--- src/rtl/calc_sequencer_if.sv ---
// Start/busy handshake, operands and registered result bus of the board calculator.
// The front panel (or bench) uses the master modport and calc_sequencer uses the slave modport.
interface calc_sequencer_if #(
   parameter int N = 4
);
   logic           start;
   logic [1:0]     op_sel;
   logic [N-1:0]   x;
   logic [N-1:0]   y;
   logic           busy;
   logic           done;
   logic [2*N-1:0] result;
   logic           carry_out;
   logic           overflow;
   logic           err;

   modport master (
      output start, op_sel, x, y,
      input  busy, done, result, carry_out, overflow, err
   );

   modport slave (
      input  start, op_sel, x, y,
      output busy, done, result, carry_out, overflow, err
   );
endinterface

--- src/rtl/calc_sequencer.sv ---
// Calculator controller: single-cycle add/sub and an N-step shift-add multiply, with registered results.
// Optional macro CALC_SIGNED_MUL_EN turns op_sel 11 into a signed multiply; without it, op_sel 11 is reserved.
module calc_sequencer #(
   parameter int N = 4
) (
   input logic             clk,
   input logic             reset,
   calc_sequencer_if.slave bus
);

   localparam int CW = $clog2(N + 1);

   typedef enum logic [1:0] {
      IDLE,
      EXEC,
      MUL,
      DONE
   } state_t;

   state_t state;
   state_t state_next;

   logic [N-1:0]   x_q;
   logic [N-1:0]   y_q;
   logic [1:0]     op_q;
   logic [2*N-1:0] acc;
   logic [2*N-1:0] mcand;
   logic [N-1:0]   mplier;
   logic [CW-1:0]  count;
   logic           neg_q;

   logic           mul_req;
   logic [N-1:0]   x_load;
   logic [N-1:0]   y_load;
   logic           neg_load;

   logic           sub;
   logic [N-1:0]   y_eff;
   logic [N:0]     sum;
   logic           add_ovf;

   logic [2*N-1:0] acc_step;
   logic [2*N-1:0] mul_final;
   logic           last_step;

   // Decode which requests take the multiply loop and what the loop is seeded with.
   always_comb begin
      mul_req  = (bus.op_sel == 2'b10);
      x_load   = bus.x;
      y_load   = bus.y;
      neg_load = 1'b0;
`ifdef CALC_SIGNED_MUL_EN
      if (bus.op_sel == 2'b11) begin
         mul_req  = 1'b1;
         x_load   = bus.x[N-1] ? -bus.x : bus.x;
         y_load   = bus.y[N-1] ? -bus.y : bus.y;
         neg_load = bus.x[N-1] ^ bus.y[N-1];
      end
`endif
   end

   always_ff @(posedge clk or posedge reset) begin
      if (reset) begin
         state <= IDLE;
      end else begin
         state <= state_next;
      end
   end

   always_comb begin
      state_next = state;
      case (state)
         IDLE: begin
            if (bus.start) begin
               state_next = mul_req ? MUL : EXEC;
            end
         end
         EXEC:    state_next = DONE;
         MUL: begin
            if (last_step) begin
               state_next = DONE;
            end
         end
         DONE:    state_next = IDLE;
         default: state_next = IDLE;
      endcase
   end

   // Subtract reuses the adder as x + ~y + 1, so carry_out=1 means no borrow.
   always_comb begin
      sub     = (op_q == 2'b01);
      y_eff   = sub ? ~y_q : y_q;
      sum     = {1'b0, x_q} + {1'b0, y_eff} + {{N{1'b0}}, sub};
      add_ovf = (x_q[N-1] == y_eff[N-1]) && (sum[N-1] != x_q[N-1]);
   end

   always_comb begin
      acc_step  = mplier[0] ? (acc + mcand) : acc;
      mul_final = neg_q ? -acc_step : acc_step;
      last_step = (count == CW'(N - 1));
   end

   always_ff @(posedge clk or posedge reset) begin
      if (reset) begin
         x_q    <= '0;
         y_q    <= '0;
         op_q   <= '0;
         acc    <= '0;
         mcand  <= '0;
         mplier <= '0;
         count  <= '0;
         neg_q  <= 1'b0;
      end else begin
         case (state)
            IDLE: begin
               if (bus.start) begin
                  x_q    <= bus.x;
                  y_q    <= bus.y;
                  op_q   <= bus.op_sel;
                  acc    <= '0;
                  mcand  <= {{N{1'b0}}, x_load};
                  mplier <= y_load;
                  count  <= '0;
                  neg_q  <= neg_load;
               end
            end
            MUL: begin
               acc    <= acc_step;
               mcand  <= mcand << 1;
               mplier <= mplier >> 1;
               count  <= count + CW'(1);
            end
            default: begin
            end
         endcase
      end
   end

   // Outputs only move when an operation completes, so the LEDs hold steady during acceptance.
   always_ff @(posedge clk or posedge reset) begin
      if (reset) begin
         bus.result    <= '0;
         bus.carry_out <= 1'b0;
         bus.overflow  <= 1'b0;
         bus.err       <= 1'b0;
      end else if (state == EXEC) begin
         if (op_q == 2'b11) begin
            bus.result    <= '0;
            bus.carry_out <= 1'b0;
            bus.overflow  <= 1'b0;
            bus.err       <= 1'b1;
         end else begin
            bus.result    <= {{N{1'b0}}, sum[N-1:0]};
            bus.carry_out <= sum[N];
            bus.overflow  <= add_ovf;
            bus.err       <= 1'b0;
         end
      end else if ((state == MUL) && last_step) begin
         bus.result    <= mul_final;
         bus.carry_out <= 1'b0;
         bus.overflow  <= 1'b0;
         bus.err       <= 1'b0;
      end
   end

   assign bus.busy = (state != IDLE);
   assign bus.done = (state == DONE);

endmodule

--- src/flat_wrapper.sv ---
// flat-port wrapper written by rule: the top's interface ports become plain ports
module calc_sequencer_flat 
#(
   parameter int N = 4
)
  (clk, reset, bus_start, bus_op_sel, bus_x, bus_y, bus_busy, bus_done, bus_result, bus_carry_out, bus_overflow, bus_err);
  calc_sequencer_if #(.N(N)) bus_i ();
  input logic clk;
  input logic reset;
  input wire logic [$bits(bus_i.start)-1:0] bus_start;
  input wire logic [$bits(bus_i.op_sel)-1:0] bus_op_sel;
  input wire logic [$bits(bus_i.x)-1:0] bus_x;
  input wire logic [$bits(bus_i.y)-1:0] bus_y;
  output wire logic [$bits(bus_i.busy)-1:0] bus_busy;
  output wire logic [$bits(bus_i.done)-1:0] bus_done;
  output wire logic [$bits(bus_i.result)-1:0] bus_result;
  output wire logic [$bits(bus_i.carry_out)-1:0] bus_carry_out;
  output wire logic [$bits(bus_i.overflow)-1:0] bus_overflow;
  output wire logic [$bits(bus_i.err)-1:0] bus_err;
  assign bus_i.start = bus_start;
  assign bus_i.op_sel = bus_op_sel;
  assign bus_i.x = bus_x;
  assign bus_i.y = bus_y;
  assign bus_busy = bus_i.busy;
  assign bus_done = bus_i.done;
  assign bus_result = bus_i.result;
  assign bus_carry_out = bus_i.carry_out;
  assign bus_overflow = bus_i.overflow;
  assign bus_err = bus_i.err;
  calc_sequencer #(.N(N)) u_core (.clk(clk), .reset(reset), .bus(bus_i));
endmodule
--- config.mk ---
export PLATFORM = sky130hd
export DESIGN_NAME = calc_sequencer_flat
export DESIGN_NICKNAME = d
export VERILOG_FILES = /design/src/rtl/calc_sequencer_if.sv /design/src/rtl/calc_sequencer.sv /design/src/flat_wrapper.sv
export SDC_FILE = /design/constraint.sdc
export NUM_CORES = 1
export LEC_CHECK = 0
export BUFFER_PORTS_ARGS = -buffer_cell sky130_fd_sc_hd__buf_2
export CAP_MARGIN = 20
export CORE_ASPECT_RATIO = 1.5
export CORE_UTILIZATION = 30
export DETAILED_ROUTE_END_ITERATION = 10
export GPL_ROUTABILITY_DRIVEN = 0
export SLEW_MARGIN = 20
export SYNTH_ARGS = -nofsm -noshare
export SYNTH_HDL_FRONTEND = slang
export SYNTH_SLANG_ARGS = --single-unit
--- constraint.sdc ---
create_clock -name clk -period 2.4 [get_ports clk]
set_clock_uncertainty 0.1 [all_clocks]
set_input_delay 0.12 -clock clk [delete_from_list [all_inputs] [get_ports clk]]
set_output_delay 0.12 -clock clk [all_outputs]
set_load 0.01 [all_outputs]
==> results of run 1 <==
==> critical path, delay by kind of cell, from the launching register on <==
kind	cells	cell delay, ns
AOI/OAI and AO/OA	4	0.59
xor gates and xnor gates	1	0.17
adders and majority gates	1	0.31
DFF	1	0.39
and+or+nand+nor	2	0.56
==> flip-flops by register name, indices dropped and copies added, names as in the netlist, 2 cells and up <==
signal             flops
u_core.x_q             4
u_core.y_q             4
u_core.op_q            2
u_core.acc             8
u_core.count           3
u_core.state           2
u_core.mcand           8
u_core.bus.result      8
u_core.mplier          4
==> metrics by stage <==
stage,instances,power [uW]
finish,388,4270
global route,388,4617
CTS,387,4270
detailed placement,373,3548
global placement,373,3492
floorplan,247,2979
==> cells by family (layout without fill, tap and decap cells) <==
family,Yosys count,after routing,share of synthesized area
AOI/OAI and AO/OA,72,72,0.1896
DFF,46,46,0.4508
adders and majority gates,19,19,0.09897
muxes,20,20,0.08329
xor gates and xnor gates,11,11,0.03773
and+or+nand+nor,57,57,0.1058
buffers and inverters,22,58,0.03381
==> area by class of cell <==
class / instances / area (sq um) / area share
clock inverters: 3 / 23.77 / 0.007803
multi-input cells: 179 / 1326 / 0.4353
repair buffers: 39 / 247.7 / 0.08131
inverters: 11 / 41.29 / 0.01355
flip-flops and latches: 46 / 1151 / 0.3778
well taps: 105 / 131.4 / 0.04312
clock buffers: 5 / 125.1 / 0.04107
==> path summary, 6_finish.rpt <==
path | start | end | slack [ns] | cells after the start
worst max-delay path | u_core.op_q[1] | u_core.bus.result[3] | 0.15 | 8
worst min-delay path | bus_x[1] | u_core.x_q[1] | -0.009 | 2
worst max register to register | u_core.op_q[1] | u_core.bus.result[3] | 0.15 | 8
worst min register to register | u_core.count[2] | u_core.count[2] | 0.38 | 2
max in group asynchronous | reset | u_core.state[1] | 1.47 | 4
min in group asynchronous | reset | u_core.acc[7] | 0.20 | 3
==> synthesized netlist by cell type (3+ instances only) <==
library cell	instances	area share
a21oi_1	13	0.025
a22o_1	10	0.034
a32oi_1	3	0.010
buf_2	3	0.0059
clkbuf_1	8	0.012
dfrtp_1	46	0.45
ha_1	17	0.083
inv_1	11	0.016
mux2_2	10	0.044
mux2i_1	10	0.039
nand2_1	29	0.043
nand3_1	3	0.0059
nand4_1	3	0.0074
nor2_1	5	0.0074
nor3_1	3	0.0059
o21ai_0	19	0.037
xnor2_1	9	0.031
==> power by group through the flow <==
stage	Sequential [uW]	Clock [uW]	Combinational, uW
after floorplan	1330	0	1650
after global placement	1370	0	2120
after detailed placement	1380	0	2170
after CTS	1370	707	2190
after global routing	1420	733	2460
final	1380	696	2200
==> repair_timing <==
action,4_1_cts,5_1_grt
hold buffers,6,1
setup endpoints to repair,0,1
endpoints found under the hold margin,48,1
resized for setup,0,2
setup buffers,0,0
==> routing by layer <==
layer	vias up	global-route usage
li1	968	-
met1	960	0.1444
met2	37	0.2513
met3	13	0.02302
met4	0	0.08302
met5	-	0
==> flow_summary.json, run 1 <==
{
  "status": "complete, but fails checks",
  "violations": "negative hold slack",
  "period_share": 0.9369,
  "drt-pass1-iter-count": 4,
  "p_switching_uw": 1801,
  "fin_area_sq_um": 3047,
  "synth_cell_types": 46,
  "ant_nets": 0,
  "dieArea_sq_um": 8893,
  "pwr-share-clk": 0.163,
  "dr_wl_met3_microns": 134,
  "dp_hpwl_mm": 4.353,
  "intPower_uw": 2469,
  "grt_pass1_wl_mm": 9.252,
  "min_period_ns": 2.248,
  "cap_violations": 0,
  "synth-edff-count": 0,
  "combinationalPowerShare": 0.515,
  "finalMaxSlewViolations": 0,
  "start_util": 0.3150,
  "rows": 40,
  "critPathCaptureType": "flop",
  "cts_max_level": 2,
  "drt-total-wl_mm": 5.634,
  "viasPerCell": 5.098,
  "dr_wl_met2_mm": 2.972,
  "root_buffer": "clkbuf_16",
  "dp_worst_setup_slack_ns": 0.1035,
  "power.density_nw_per_um2": 1402,
  "die_h_microns": 115.0,
  "vdd_drop_max_mv": 0.4795,
  "num_io_pins": 26,
  "area_growth_syn_to_layout_pct": 19.30,
  "worstMarginPinSlew_ns": 0.4631,
  "finalHoldViolations": 2,
  "wl_per_cell_microns": 14.52,
  "criticalPathCategory": "reg2reg",
  "min_path_type": "in2reg",
  "top_layer_used": "met4",
  "die_w_microns": 77.33,
  "clkTransAtPathRegs_ns": 0.07,
  "swShare": 0.4217,
  "cts_tree": "done",
  "yosysSeqAreaShare": 0.4508,
  "async_reset_ff_frac": 1.000,
  "cts_buffers": 5,
  "max-slew-margin-rel": 0.6885,
  "rsz0062_at_grt": "false",
  "cts.path.max_buffers": 2,
  "synthesis.nets": 279,
  "nFillCells": 818,
  "mostFrequentLayoutCells": "dfrtp_1, nand2_1, buf_2",
  "whs_ns": -0.008950,
  "utilization": 0.3758,
  "crit_slowest_cell": "dfrtp_1",
  "yosys_warnings": 0,
  "vias": 1978,
  "synth_area_per_cell_sq_um": 10.34,
  "synth_flop_cell": "dfrtp_1",
  "cp_max_fo": 5,
  "crit_top_cell": "o21ai_0",
  "insertion_delay_ns": 0.30,
  "crit_path_max_incr_delay_ns": 0.39,
  "synth_cells": 247,
  "n_antenna_cell": 0,
  "gr-usage-all-layers": 0.1366,
  "clock_sinks": 46,
  "nNetsFinal": 314,
  "layout_commonest_cell": "dfrtp_1",
  "ys_ff_latch": 46,
  "required_ns": 2.47,
  "drtIter0Drc": 93,
  "met1_length_mm": 2.306,
  "cp-start-kind": "flop",
  "fmax_mhz": 444.7,
  "setup_tns_ns": 0,
  "setup_violations": 0,
  "grt_max_degree": 23,
  "crit_chain": "nand2b_2 -> xnor2_2 -> ha_1 -> a21oi_1 -> o21ai_0 -> or3_1 -> a32oi_1 -> o21ai_0",
  "seqPwrFrac": 0.322,
  "drc": 0,
  "final.setup.worst_slack_ns": 0.1515,
  "cp.arrival_ns": 2.32,
  "dpl-instance-area_sq_um": 2818,
  "port_buffers": 25,
  "grt_pass1_vias": 1961,
  "drive_gt1_frac": 0.2014,
  "syn-cell-area_sq_um": 2554,
  "fp.coreArea_sq_um": 8108,
  "antenna_found_initial": 0,
  "power_leakage_uw": 0.001421,
  "grt-ovfl-total": 0
}
Note: power is estimated with default switching activity, not from simulation.
==> run 2, diff against run 1 <==
CORE_UTILIZATION = 25   (was 30)
PLACE_DENSITY = 0.36   (was default)
==> run 2 against run 1 <==
  * Combinational power is 3% higher
  * Cell count up 3.4%
  * Via count shrank 1.4%
  * Design area increased by 1.3%
  * First-iteration DRC count decreased by 38%
  * Highest routed layer unchanged
  * Hold slack better by 0.018 ns
  * The flow now finishes without violations
  * Critical endpoint unchanged
  * Critical path type unchanged
  * Die area is 20% higher
  * Sequential cell count stayed put
==> flow_summary.json, run 2 (synthesis gave the netlist of run 1 again) <==
{
  "status": "complete, no violations",
  "critPathCaptureType": "flop",
  "antenna_found_initial": 0,
  "clkTransAtPathRegs_ns": 0.06,
  "post_cts_buffers": 0,
  "rows": 44,
  "mostFrequentLayoutCells": "dfrtp_1, nand2_1, buf_2",
  "max-slew-margin-rel": 0.5548,
  "dp_hpwl_mm": 5.039,
  "die_w_microns": 84.52,
  "vdd_drop_max_mv": 0.5427,
  "crit_slowest_cell": "dfrtp_1",
  "cts_buffers": 5,
  "drc": 0,
  "fp.coreArea_sq_um": 9799,
  "dieArea_sq_um": 10630,
  "power_leakage_uw": 0.001442,
  "start_util": 0.2606,
  "port_buffers": 25,
  "grt_pass1_wl_mm": 10.94,
  "criticalPathCategory": "reg2reg",
  "die_h_microns": 125.8,
  "layout_commonest_cell": "dfrtp_1",
  "drt-total-wl_mm": 6.725,
  "grt_max_degree": 30,
  "cts_tree": "done",
  "viasPerCell": 4.865,
  "cap_violations": 0,
  "fmax_mhz": 456.2,
  "crit_top_cell": "o21ai_0",
  "required_ns": 2.47,
  "min_period_ns": 2.192,
  "period_share": 0.9134,
  "cts.path.max_buffers": 2,
  "vias": 1951,
  "insertion_delay_ns": 0.29,
  "gr-usage-all-layers": 0.1354,
  "cp.arrival_ns": 2.26,
  "root_buffer": "clkbuf_16",
  "clock_sinks": 46,
  "min_path_type": "in2reg",
  "top_regs": "u_core.acc: 8 flops, u_core.bus.result: 8 flops, u_core.mcand: 8 flops",
  "setup_violations": 0,
  "drt-pass1-iter-count": 4,
  "num_io_pins": 26,
  "crit_path_max_incr_delay_ns": 0.38,
  "finalHoldViolations": 0,
  "n_antenna_cell": 0,
  "drive_gt1_frac": 0.1993,
  "grt_pass1_vias": 2024,
  "area_growth_syn_to_layout_pct": 20.82,
  "power.density_nw_per_um2": 1414,
  "drtIter0Drc": 58,
  "setup_tns_ns": 0,
  "crit_chain": "nand2b_2 -> xnor2_2 -> ha_1 -> a21oi_1 -> o21ai_0 -> or3_1 -> a32oi_1 -> o21ai_0",
  "cp_max_fo": 5,
  "cp-startpoint": "u_core.op_q[1]",
  "ant_nets": 0,
  "nFillCells": 1041,
  "cts_max_level": 2,
  "min_from": "bus_x[2]",
  "worstMarginPinSlew_ns": 0.6669,
  "finalMaxSlewViolations": 0,
  "crit-reg2reg-launch": "u_core.op_q[1]",
  "nNetsFinal": 317,
  "dp_cells": 384,
  "fin_cells": 401,
  "wl_per_cell_microns": 16.77,
  "rsz0062_at_grt": "false",
  "grt-ovfl-total": 0,
  "cp-start-kind": "flop"
}
## run 2: changes by cell type in the layout (fill, tap and decap cells not counted), sizes merged
| cell | before | now |
|---|---|---|
| clkbuf | 5 | 7 |
| inv | 12 | 11 |
| clkinv | 0 | 1 |
| clkinvlp | 2 | 0 |
| buf | 32 | 33 |
| dlygate4sd3 | 7 | 9 |
## run 2: routing by layer
metal	GRT usage	wire length, microns	up-vias
met2	0.2496	3693	24
met5	0	0	-
li1	-	-	966
met1	0.1560	2775	954
met4	0.04786	108	0
met3	0.02228	149	7
## run 2: layout make-up
cell class	instances	area (sq um)	share of cell area
well taps	115	143.9	0.04663
inverters	11	41.29	0.01338
repair buffers	42	275.3	0.08921
clock inverters	1	5.005	0.001622
flip-flops and latches	46	1151	0.3731
multi-input cells	179	1326	0.4298
clock buffers	7	142.6	0.04623
## run 2: path summary, 6_finish.rpt
path / depth (start not counted) / end / slack (ns)
max in group asynchronous: 4 / u_core.acc[6] / 1.20
max reg2reg: 8 / u_core.bus.result[3] / 0.21
min reg2reg: 2 / u_core.bus.carry_out / 0.37
min in group asynchronous: 3 / u_core.state[0] / 0.38
max: 8 / u_core.bus.result[3] / 0.21
min: 2 / u_core.x_q[2] / 0.009
## run 2: repair_timing
item	CTS	global route
endpoints found under the setup margin	0	1
endpoints found under the hold margin	35	0
resized for setup	0	2
hold buffers	9	0
## run 2: per-stage QoR
stage                     area, sq um  total power (uW)  utilization  hold slack [ns]  setup WS (ns)
final                            3085              4364       0.3149         0.009032         0.2079
after global routing             3085              4788       0.3149          0.01270        0.02402
after CTS                        3075              4438       0.3138          0.01036         0.1508
after detailed placement         2838              3676       0.2896           0.1686         0.1567
after global placement           2838              3672       0.2896           0.1725         0.2081
after floorplan                  2554              2979            -           0.1706         0.2593
## run 2: power by group
group / switching (uW) / internal (uW) / leakage (uW)
combinational: 1270 / 992 / 0.000777
sequential: 281 / 1110 / 0.000591
clock: 298 / 414 / 0.0000739
total: 1850 / 2510 / 0.00144
## run 2: critical path: cells and delay by family, from the launching register on
family          cells  cell delay [ns]
flops               1             0.38
compound gates      4             0.56
simple gates        2             0.56
fa+ha+maj           1             0.30
xor+xnor            1             0.17
